===== config.mk =====
export PLATFORM = sky130hd
export DESIGN_NAME = change_dispenser
export DESIGN_NICKNAME = d
export VERILOG_FILES = /design/src/rtl/change_dispenser.sv
export SDC_FILE = /design/constraint.sdc
export NUM_CORES = 1
export LEC_CHECK = 0
export CELL_PAD_IN_SITES_DETAIL_PLACEMENT = 1
export CELL_PAD_IN_SITES_GLOBAL_PLACEMENT = 1
export CORE_MARGIN = 3
export CORE_UTILIZATION = 35
export DETAILED_ROUTE_END_ITERATION = 8
export PLACE_DENSITY = 0.73
export RECOVER_POWER = 25
export SLEW_MARGIN = 20
export SYNTH_ARGS = -nofsm -noshare
export SYNTH_HDL_FRONTEND = slang
export SYNTH_SLANG_ARGS = --single-unit
export TNS_END_PERCENT = 5

===== constraint.sdc =====
create_clock -name clk -period 2 [get_ports clk]
set_clock_uncertainty 0.05 [all_clocks]
set_input_delay 0.3 -clock clk [delete_from_list [all_inputs] [get_ports clk]]
set_output_delay 0.3 -clock clk [all_outputs]
set_load 0.01 [all_outputs]

===== src/rtl/change_dispenser.sv =====
// change_dispenser: breaks a change-due amount greedily into 5/2/1 rupee coins
// and feeds a coin hopper one coin at a time over a valid/ack handshake, while
// tracking per-denomination inventory.
// Optional feature macro: CHANGE_ACK_TIMEOUT_EN (ack-wait timeout -> jam fault).
module change_dispenser #(
    parameter int AMT_W       = 4,
    parameter int CNT_W       = 4,
    parameter int INIT_CNT1   = 8,
    parameter int INIT_CNT2   = 8,
    parameter int INIT_CNT5   = 8,
    parameter int TIMEOUT_CYC = 16
) (
    input  logic             clk,
    input  logic             reset,
    input  logic             req_valid,
    input  logic [AMT_W-1:0] req_amount,
    output logic             req_ready,
    output logic [2:0]       coin_out,
    output logic             coin_valid,
    input  logic             coin_ack,
    input  logic             refill_valid,
    input  logic [2:0]       refill_coin,
    output logic             busy,
    output logic             done,
    output logic [1:0]       fault_code,
    output logic [AMT_W-1:0] remaining,
    output logic [CNT_W-1:0] cnt1,
    output logic [CNT_W-1:0] cnt2,
    output logic [CNT_W-1:0] cnt5
);
    localparam logic [2:0] C1 = 3'b001;
    localparam logic [2:0] C2 = 3'b010;
    localparam logic [2:0] C5 = 3'b101;

    typedef enum logic [2:0] {
        S_IDLE, S_SELECT, S_ISSUE, S_GAP, S_DONE, S_FAULT
    } state_t;

    state_t           state, state_nxt;
    logic [2:0]       pick, pick_nxt;
    logic [AMT_W-1:0] rem_nxt;
    logic [1:0]       fault_nxt;
    logic             refill_ok, take;
    logic             inc1, inc2, inc5, dec1, dec2, dec5;
    logic             tmo_hit;

    // Face value of a coin code; only ever called with a valid code.
    function automatic logic [AMT_W-1:0] coin_val(input logic [2:0] code);
        case (code)
            C5:      coin_val = AMT_W'(5);
            C2:      coin_val = AMT_W'(2);
            default: coin_val = AMT_W'(1);
        endcase
    endfunction

    // Saturating up, plain down; simultaneous inc/dec cancel out.
    function automatic logic [CNT_W-1:0] cnt_upd(input logic [CNT_W-1:0] c,
                                                 input logic inc, input logic dec);
        if (inc && !dec && c != '1)
            cnt_upd = c + 1'b1;
        else if (dec && !inc)
            cnt_upd = c - 1'b1;
        else
            cnt_upd = c;
    endfunction

    assign refill_ok = refill_valid && (refill_coin == C1 || refill_coin == C2 || refill_coin == C5);
    assign take      = (state == S_ISSUE) && coin_ack;
    assign inc1      = refill_ok && refill_coin == C1;
    assign inc2      = refill_ok && refill_coin == C2;
    assign inc5      = refill_ok && refill_coin == C5;
    assign dec1      = take && pick == C1;
    assign dec2      = take && pick == C2;
    assign dec5      = take && pick == C5;

`ifdef CHANGE_ACK_TIMEOUT_EN
    localparam int TMO_W = $clog2(TIMEOUT_CYC + 1);
    logic [TMO_W-1:0] tmo;

    // Count consecutive ack-less ISSUE cycles; cleared whenever ISSUE is (re)entered.
    always_ff @(posedge clk or negedge reset) begin
        if (!reset)
            tmo <= '0;
        else if (state == S_ISSUE && state_nxt == S_ISSUE)
            tmo <= tmo + 1'b1;
        else
            tmo <= '0;
    end

    assign tmo_hit = (tmo == TMO_W'(TIMEOUT_CYC - 1));
`else
    logic unused_tmo;
    assign unused_tmo = (TIMEOUT_CYC != 0);
    assign tmo_hit    = 1'b0;
`endif

    // Next-state, greedy coin selection and balance/fault bookkeeping.
    always_comb begin
        state_nxt = state;
        pick_nxt  = pick;
        rem_nxt   = remaining;
        fault_nxt = fault_code;
        case (state)
            S_IDLE: if (req_valid) begin
                rem_nxt   = req_amount;
                state_nxt = S_SELECT;
            end
            S_SELECT: begin
                if (remaining == '0) begin
                    state_nxt = S_DONE;
                end else if (remaining >= AMT_W'(5) && cnt5 != '0) begin
                    pick_nxt  = C5;
                    state_nxt = S_ISSUE;
                end else if (remaining >= AMT_W'(2) && cnt2 != '0) begin
                    pick_nxt  = C2;
                    state_nxt = S_ISSUE;
                end else if (cnt1 != '0) begin
                    pick_nxt  = C1;
                    state_nxt = S_ISSUE;
                end else begin
                    fault_nxt = 2'b01;
                    state_nxt = S_FAULT;
                end
            end
            S_ISSUE: begin
                if (coin_ack) begin
                    rem_nxt   = remaining - coin_val(pick);
                    state_nxt = S_GAP;
                end else if (tmo_hit) begin
                    fault_nxt = 2'b10;
                    state_nxt = S_FAULT;
                end
            end
            S_GAP:  state_nxt = S_SELECT;
            S_DONE: state_nxt = S_IDLE;
            S_FAULT: if (refill_ok) begin
                fault_nxt = 2'b00;
                state_nxt = S_SELECT;
            end
            default: state_nxt = S_IDLE;
        endcase
    end

    // State, inventory and registered Moore outputs derived from the next state.
    always_ff @(posedge clk or negedge reset) begin
        if (!reset) begin
            state      <= S_IDLE;
            pick       <= C1;
            remaining  <= '0;
            fault_code <= 2'b00;
            cnt1       <= CNT_W'(INIT_CNT1);
            cnt2       <= CNT_W'(INIT_CNT2);
            cnt5       <= CNT_W'(INIT_CNT5);
            coin_valid <= 1'b0;
            coin_out   <= 3'b000;
            done       <= 1'b0;
            req_ready  <= 1'b1;
            busy       <= 1'b0;
        end else begin
            state      <= state_nxt;
            pick       <= pick_nxt;
            remaining  <= rem_nxt;
            fault_code <= fault_nxt;
            cnt1       <= cnt_upd(cnt1, inc1, dec1);
            cnt2       <= cnt_upd(cnt2, inc2, dec2);
            cnt5       <= cnt_upd(cnt5, inc5, dec5);
            coin_valid <= (state_nxt == S_ISSUE);
            coin_out   <= (state_nxt == S_ISSUE) ? pick_nxt : 3'b000;
            done       <= (state_nxt == S_DONE);
            req_ready  <= (state_nxt == S_IDLE);
            busy       <= (state_nxt != S_IDLE);
        end
    end
endmodule


# ---- Yosys cells after proc, flatten, opt, wreduce, memory -nomap -nowiden
# Cells that the tools add are included.
# W data, S select, Z words.
dict set report classes {
  eq_ne 22
  n_reduce_logical 41
  mux 32
  addsub 7
  magnitude_cmp 2
}
# op n
set op_table {}
lappend op_table {{$mux W4} 10}
lappend op_table {{$mux W3} 13}
lappend op_table {{$logic_and A1 B1 Y1} 19}
lappend op_table {{$eq A3 B2 Y1 const B} 5}
lappend op_table {{$pmux W3 S5} 1}
lappend op_table {{$ne A2 B2 Y1 const B} 7}
lappend op_table {{$add A4 B1 Y4 const B} 3}
lappend op_table {{$eq A3 B3 Y1 const B} 4}
lappend op_table {{$ne A4 B4 Y1 const B} 3}
lappend op_table {{$reduce_bool A4 Y1} 3}
lappend op_table {{$sub A4 B1 Y4 const B} 3}
lappend op_table {{$mux W2} 5}
lappend op_table {{$reduce_bool A2 Y1} 5}
lappend op_table {{$eq A3 B1 Y1 const B} 3}
lappend op_table {{$pmux W4 S2} 1}
lappend op_table {{$logic_not A1 Y1} 6}
lappend op_table {{$logic_not A3 Y1} 2}
lappend op_table {{$pmux W3 S2} 1}
lappend op_table {{$reduce_and A6 Y1} 1}
lappend op_table {{$ge A4 B2 Y1 const B} 1}
lappend op_table {{$ge A4 B3 Y1 const B} 1}
lappend op_table {{$logic_not A4 Y1} 1}
lappend op_table {{$pmux W2 S2} 1}
lappend op_table {{$sub A4 B4 Y4} 1}
lappend op_table {{3 further kinds} 4}
dict set report totals {
  word_cells 116
  out_inout_bits 25
  in_bits 12
  regBits 31
}

# ---- Logic depth before layout (Yosys ltp)
# Gate-level depths: netlist (run 1).
dict set report logic_depth {
  ltp_word 9
  ltp_mapped 10
  depth_no_buf 10
}

# ---- Least setup slack after synthesis (run 1)
# Ideal clock, no wire load.
dict set report synth_timing {
  path_type {flip-flop to flip-flop}
  startpoint {reg pick[0]}
  endpoint {reg cnt1[3]}
  required_ps 1875
  setup_ps 75
  synth_period_minus_slack_ps 2231
  path_buffers 0
  path_slack_ps -231
  path_stages_with_launch 9
  arrival_ps 2107
  path_cell_list {dfstp_2 > nor2b_1 > nand3_4 > o211ai_2 > ha_1 > a21o_1 > a21oi_1 > mux2i_1 > xor2_1}
}
dict set report synth_via {
  elab_chain_len 6
  elab_cells_between_ends 8
  cone_classes {1 x eq/ne; 1 x mux; 6 x reduce/logical}
}
# element line
set synth_lines {}
lappend synth_lines {{from (decl)} 40} ;# logic [2:0] pick, pick_nxt;
lappend synth_lines {{from (signal assigned)} 161} ;# pick <= pick_nxt;
lappend synth_lines {{$eq A3 B1 Y1 (*)} 72} ;# assign dec1 = take && pick == C1;
lappend synth_lines {{$logic_and A1 B1 Y1 (*)} 72}
lappend synth_lines {{$logic_not A1 Y1} 59} ;# if (inc && !dec && c != '1)
lappend synth_lines {{$logic_and A1 B1 Y1 (2 in a row)} 59}
lappend synth_lines {{$mux W4 / $reduce_bool A2 Y1 (equally long branches)} --}
lappend synth_lines {{to (signal assigned)} 151} ;# cnt1 <= CNT_W'(INIT_CNT1);
lappend synth_lines {{to (signal assigned)} 164} ;# cnt1 <= cnt_upd(cnt1, inc1, dec1);
lappend synth_lines {{to (decl)} 27} ;# output logic [CNT_W-1:0] cnt1,
# Mark *: on every way between the ends. The rest lies on a longest branch, timed or not.
# A chain may end at the register's enable or synchronous reset.

# ---- Final worst setup path (run 1)
dict set report layout_timing {
  startpoint {reg state[2]}
  endpoint {reg cnt1[3]}
}
dict set report layout_via {
  elab_chain_len 7
  elab_cells_between_ends 9
  cone_classes {1 x eq/ne; 1 x mux; 7 x reduce/logical}
}
# element line
set layout_lines {}
lappend layout_lines {{from (decl)} 39} ;# state_t state, state_nxt;
lappend layout_lines {{from (signal assigned)} 160} ;# state <= state_nxt;
lappend layout_lines {{$eq A3 B2 Y1 (*)} 68} ;# assign take = (state == S_ISSUE) && coin_ack;
lappend layout_lines {{$logic_and A1 B1 Y1 (*)} 68}
lappend layout_lines {{$logic_and A1 B1 Y1 (*)} 72}
lappend layout_lines {{$logic_not A1 Y1} 59}
lappend layout_lines {{$logic_and A1 B1 Y1 (2 in a row)} 59}
lappend layout_lines {{$mux W4 / $reduce_bool A2 Y1 (equally long branches)} --}
# Marked as above.

==> results of run 1 <==
-- kinds of logic (layout without fill, tap and decap cells) --
| group | after synthesis | in the layout |
|---|---|---|
| other | 1 | 1 |
| multiplexers | 10 | 10 |
| adder cells (fa/ha/maj) | 13 | 13 |
| AND/OR/NAND/NOR | 64 | 64 |
| flip-flops | 30 | 30 |
| AO/OA/AOI/OAI | 36 | 36 |
| buffers and inverters | 12 | 86 |
| XOR/XNOR | 10 | 10 |
-- power breakdown --
part           total, W  internal, W  switching [W]
Clock          0.000511     0.000277       0.000234
Sequential      0.00125     0.000926       0.000319
Combinational   0.00252      0.00125        0.00127
-- timing repair --
item | CTS | global route
buffers inserted | 2 | 3
gates resized for setup | 15 | 9
endpoints found under the setup margin | 9 | 19
pin swaps | 4 | 7
-- layout by cell type (no fill, tap or decap), types with 3 or more instances in the layout --
| cell type | netlist | layout |
|---|---|---|
| a21o_1 | 3 | 3 |
| a21oi_1 | 11 | 7 |
| a21oi_2 | 0 | 4 |
| buf_4 | 2 | 34 |
| clkbuf_8 | 0 | 6 |
| clkdlybuf4s50_1 | 0 | 30 |
| dfrtp_1 | 25 | 25 |
| dfstp_2 | 5 | 5 |
| dlygate4sd2_1 | 0 | 4 |
| fa_1 | 4 | 4 |
| ha_1 | 9 | 9 |
| inv_1 | 8 | 8 |
| mux2_1 | 4 | 4 |
| mux2_2 | 3 | 3 |
| nand2_1 | 16 | 16 |
| nor2_1 | 15 | 15 |
| nor4_2 | 0 | 3 |
| o21ai_0 | 8 | 7 |
| xor2_1 | 10 | 10 |
-- tightest hold or removal path: cells and delay by family --
| kind | cells | cell delay [ns] |
|---|---|---|
| compound gates | 1 | 0.09 |
| buf+inv | 2 | 0.39 |
-- final timing paths --
| path | from | end | slack (ns) | cells after the start |
|---|---|---|---|---|
| hold reg to reg | cnt1[3]$_DFFE_PN1P_ | cnt1[3]$_DFFE_PN1P_ | 0.49 | 1 |
| min in group asynchronous | reset | busy$_DFF_PN0_ | 0.56 | 2 |
| max in group asynchronous | reset | coin_out[0]$_DFF_PN0_ | 0.85 | 2 |
| setup / recovery | state[2]$_DFF_PN0_ | cnt1[3]$_DFFE_PN1P_ | -0.25 | 8 |
| hold / removal | refill_valid | fault_code[0]$_DFFE_PN0P_ | 0.48 | 3 |
| setup reg to reg | state[2]$_DFF_PN0_ | cnt1[3]$_DFFE_PN1P_ | -0.25 | 8 |
-- cell type report --
type / count / area share
multi-input combinational: 134 / 0.416
sequential: 30 / 0.282
timing repair buffer: 70 / 0.226
clock buffer: 7 / 0.0322
tap: 67 / 0.0312
inverter: 8 / 0.0112
clock inverter: 1 / 0.00186
-- per-stage QoR --
stage | cells | setup TNS [ns] | setup WS, ns
after floorplan | 176 | -0.323 | -0.121
after global routing | 317 | -2.18 | -0.377
after detailed placement | 304 | -4.64 | -0.638
after CTS | 314 | -0.936 | -0.271
after global placement | 304 | -3.59 | -0.514
final | 317 | -1.14 | -0.247
-- per-layer routing --
metal | track usage | share of wire
met5 | 0 | 0
met3 | 0.0418 | 0.040
met2 | 0.349 | 0.52
met1 | 0.218 | 0.42
met4 | 0.0787 | 0.020
-- flip-flops by register name, summed over array words and instances (netlist names) --
name        flops
done            1
coin_valid      1
req_ready       1
fault_code      1
cnt2            4
busy            1
cnt1            4
remaining       4
state           3
coin_out        3
cnt5            4
pick            3
-- cell usage after synthesis, drive strengths merged, types with 4 or more instances --
cell,count,area [sq um]
a21oi,11,55.1
dfrtp,25,626
dfstp,5,131
fa,4,80.1
ha,9,113
inv,8,30.0
mux2,7,78.8
nand2,18,72.6
nand3,4,32.5
nor2,15,56.3
nor3,4,30.0
nor4,4,25.0
o21ai,9,48.8
xor2,10,87.6
==> results.cfg, run 1 <==
[floorplanning]
fp-row-count = 25
die_y_um = 78.0
die_area_sq_um = 6080
io_pins = 37
chipWidth_um = 78.0
coreArea_sq_um = 4850
start_util = 0.374

[logic_synthesis]
yosys.cell_types.count = 48
yosysSeqAreaShare = 0.418
avgSynthCellArea_sq_um = 10.3
ys_seq_elements = 30
synth_fa_ha_area_frac = 0.106
synth_warnings = 0
mappedNetlistArea_sq_um = 1810
synth_xor_area_frac = 0.0483
synthSimpleGateAreaFrac = 0.202
async_flop_share = 1.00
synth_edf_count = 0
synth-compound-area-share = 0.130
ys.flop_type = dfrtp_1
synth_top_family_by_area = simple AND/OR/NAND/NOR gates
syn_nets = 201
muxShareOfSynthArea = 0.0600
netlist_instances = 176

[layout]
nets = 274
drive_gt1_frac = 0.312
regArea_sq_um = 757
area_growth_pct = 48.1
postLayoutCoreUtil = 0.554
multiInputGateArea_sq_um = 1120
fillers = 517
final_cell_area_sq_um = 2690
diodes = 0

[clock_tree]
cts_buffer_depth = 2
cts_tree = done
cts_root_buf = clkbuf_8
h-tree-depth = 2
cts.sinks = 30
clkLatencyLatePin_ns = 0.29
cts_buffers = 5
hold_buffers = 0
cts.clk_slew.worst_paths_ns = 0.07

[global_routing]
gr-usage-all-layers = 0.193
grt_pass1_wl_um = 9210
grt-ovfl-total = 0
antenna_found_initial = 0
grt_max_degree = 31
first_global_vias = 1870

[place]
routabilityCongestion = 0.867
dp_hpwl_um = 4150
dpl_cell_area_sq_um = 2460
io_buffers = 35

[pwr]
p_leak_nw = 1.19
p_per_area_nw_per_um2 = 1590
power_w = 0.00427
irDropWorstVdd_mv = 0.707

[drt]
drc = 0
wl_um = 5560
drt_iter0_markers = 27
via_count = 1606
vias_per_cell = 5.07
firstDrtPassIters = 4
ant_nets = 0
wl_per_cell_um = 17.5

[status]
violations = setup timing
status = finished with violations

[timing]
finalSetupViolations = 9
holdWs_ns = 0.479
slew_viol_final = 0
fin_crit_sh = 1.12
max_slew_margin = 0.487
timing.final.crit_period_ns = 2.25
hold_viol = 0
worst-slew-pin-transition_ns = 0.769
max_freq_mhz = 445
rsz0062_at_grt = yes
timing.final.ws_setup_ns = -0.247

[worst_setup_path]
cpLargestDelayFamily = compound AO/OA/AOI/OAI gates
end_kind = flip-flop
arrival_ns = 2.41
path_cells = nor3b_4, nand3_4, o211ai_4, ha_1, a21o_1, a21oi_2, mux2i_2, xor2_1
path_class = reg -> reg
crit_buf_inv = 0
crit_path_top_delay_cell = dfrtp_1
start_kind = flip-flop
slowest_delay_ns = 0.41
cp.required_ns = 2.16
cp_max_fo = 3

[run]
cap_violations = 0

[worst_hold_path]
hold_path.class = in -> reg
Note: power is estimated with default switching activity, not from simulation.
==> run 2: changes to the inputs <==
CTS_CLUSTER_SIZE = 28   (was unset)
==> results of run 2 <==
The final DEF is identical to that of run 1; final timing and power are the same.
==> run 3: changes to the inputs <==
CTS_CLUSTER_SIZE = unset   (was 28)
HOLD_SLACK_MARGIN = 0.08   (was unset)
SKIP_CTS_REPAIR_TIMING = 1   (was unset)
==> results.cfg, run 3 (synthesis gave the netlist of run 1 again) <==
[layout]
multiInputGateArea_sq_um = 1110
layout_commonest_cell = buf_4
final_cell_mix = buf_4, clkdlybuf4s50_1, dfrtp_1
nets = 273
drive_gt1_frac = 0.309
diodes = 0
regArea_sq_um = 757
area_growth_pct = 48.2
postLayoutCoreUtil = 0.554
final_cell_area_sq_um = 2690
fillers = 521

[run]
cap_violations = 0

[timing]
max_slew_margin = 0.490
finalSetupViolations = 9
rsz0062_at_grt = yes
max_freq_mhz = 440
worst-slew-pin-transition_ns = 0.765
timing.final.ws_setup_ns = -0.275
slew_viol_final = 0
timing.final.crit_period_ns = 2.27
hold_viol = 0
setup_tns_ns = -0.979
fin_crit_sh = 1.14

[floorplanning]
fp-row-count = 25
die_y_um = 78.0
chipWidth_um = 78.0
coreArea_sq_um = 4850
start_util = 0.374
io_pins = 37
die_area_sq_um = 6080

[place]
io_buffers = 35
dp_hpwl_um = 4150
routabilityCongestion = 0.867
dpl_cell_area_sq_um = 2460

[clock_tree]
cts_buffer_depth = 2
h-tree-depth = 2
clkLatencyLatePin_ns = 0.29
cts.clk_slew.worst_paths_ns = 0.07
cts_buffers = 5
cts_tree = done
cts.sinks = 30
cts_root_buf = clkbuf_8

[drt]
vias_per_cell = 5.11
drt_iter0_markers = 27
ant_nets = 0
via_count = 1616
drc = 0
wl_per_cell_um = 17.5
wl_um = 5530
firstDrtPassIters = 4

[status]
status = finished with violations
violations = setup timing

[worst_setup_path]
cp_max_fo = 4
arrival_ns = 2.44
start_kind = flip-flop
path_class = reg -> reg
end_kind = flip-flop
cp.required_ns = 2.16

[pwr]
p_per_area_nw_per_um2 = 1590
p_leak_nw = 1.21
irDropWorstVdd_mv = 0.703

[worst_hold_path]
hold_path.class = in -> reg

[global_routing]
grt_pass1_wl_um = 9050
first_global_vias = 1863
gr-usage-all-layers = 0.189
grt_max_degree = 31
antenna_found_initial = 0
grt-ovfl-total = 0
-- run 3: cell count changes in the layout (fill, tap and decap cells not counted), sizes merged --
cell	previous run	this run
dlygate4sd2	4	0
dlymetal6s2s	0	4
buf	34	33
-- run 3: worst paths after layout --
check | slack, ns | cells past startpoint | endpoint | from
min | 0.36 | 3 | fault_code[0]$_DFFE_PN0P_ | refill_valid
max reg2reg | -0.27 | 8 | cnt1[3]$_DFFE_PN1P_ | pick[0]$_DFF_PN1_
min reg2reg | 0.50 | 1 | cnt2[3]$_DFFE_PN1P_ | cnt2[3]$_DFFE_PN1P_
max | -0.27 | 8 | cnt1[3]$_DFFE_PN1P_ | pick[0]$_DFF_PN1_
min in group asynchronous | 0.56 | 2 | busy$_DFF_PN0_ | reset
max in group asynchronous | 0.85 | 2 | cnt2[2]$_DFFE_PN0P_ | reset
-- run 3: worst max-delay path: stages (launching register included) --
cell and delay (ns):
dfstp_2 0.54, nor2b_4 0.18, nand3_4 0.12, o211ai_4 0.23, ha_1 0.26, a21o_1 0.17, a21oi_2 0.17, mux2i_2 0.28
xor2_1 0.19
-- run 3: per-stage QoR --
stage | worst slack, ns | hold WS (ns) | power, W | std cells
after floorplan | -0.121 | -0.0456 | 0.00244 | 176
after CTS | -0.415 | 0.364 | 0.00413 | 312
after global routing | -0.386 | 0.414 | 0.00460 | 316
after global placement | -0.514 | 0.465 | 0.00343 | 304
after detailed placement | -0.638 | 0.490 | 0.00359 | 304
final | -0.275 | 0.364 | 0.00427 | 316
-- run 3: where the power goes --
part | leakage, nW | total, W | switching (W) | internal [W]
registers | 0.357 | 0.00125 | 0.000322 | 0.000926
logic | 0.808 | 0.00251 | 0.00127 | 0.00125
clock network | 0.0482 | 0.000510 | 0.000233 | 0.000277
-- run 3: metal layers --
metal / share of wire / routed length [um] / global-route usage
met4: 0.023 / 125 / 0.0857
met2: 0.53 / 2940 / 0.342
met3: 0.041 / 225 / 0.0394
met5: 0 / 0 / 0
met1: 0.41 / 2240 / 0.211
-- run 3: final cells by class --
type | count | area share
clock inverter | 1 | 0.00186
inverter | 8 | 0.0112
tap | 67 | 0.0312
clock buffer | 7 | 0.0321
timing repair buffer | 69 | 0.228
sequential | 30 | 0.282
multi-input combinational | 134 | 0.414
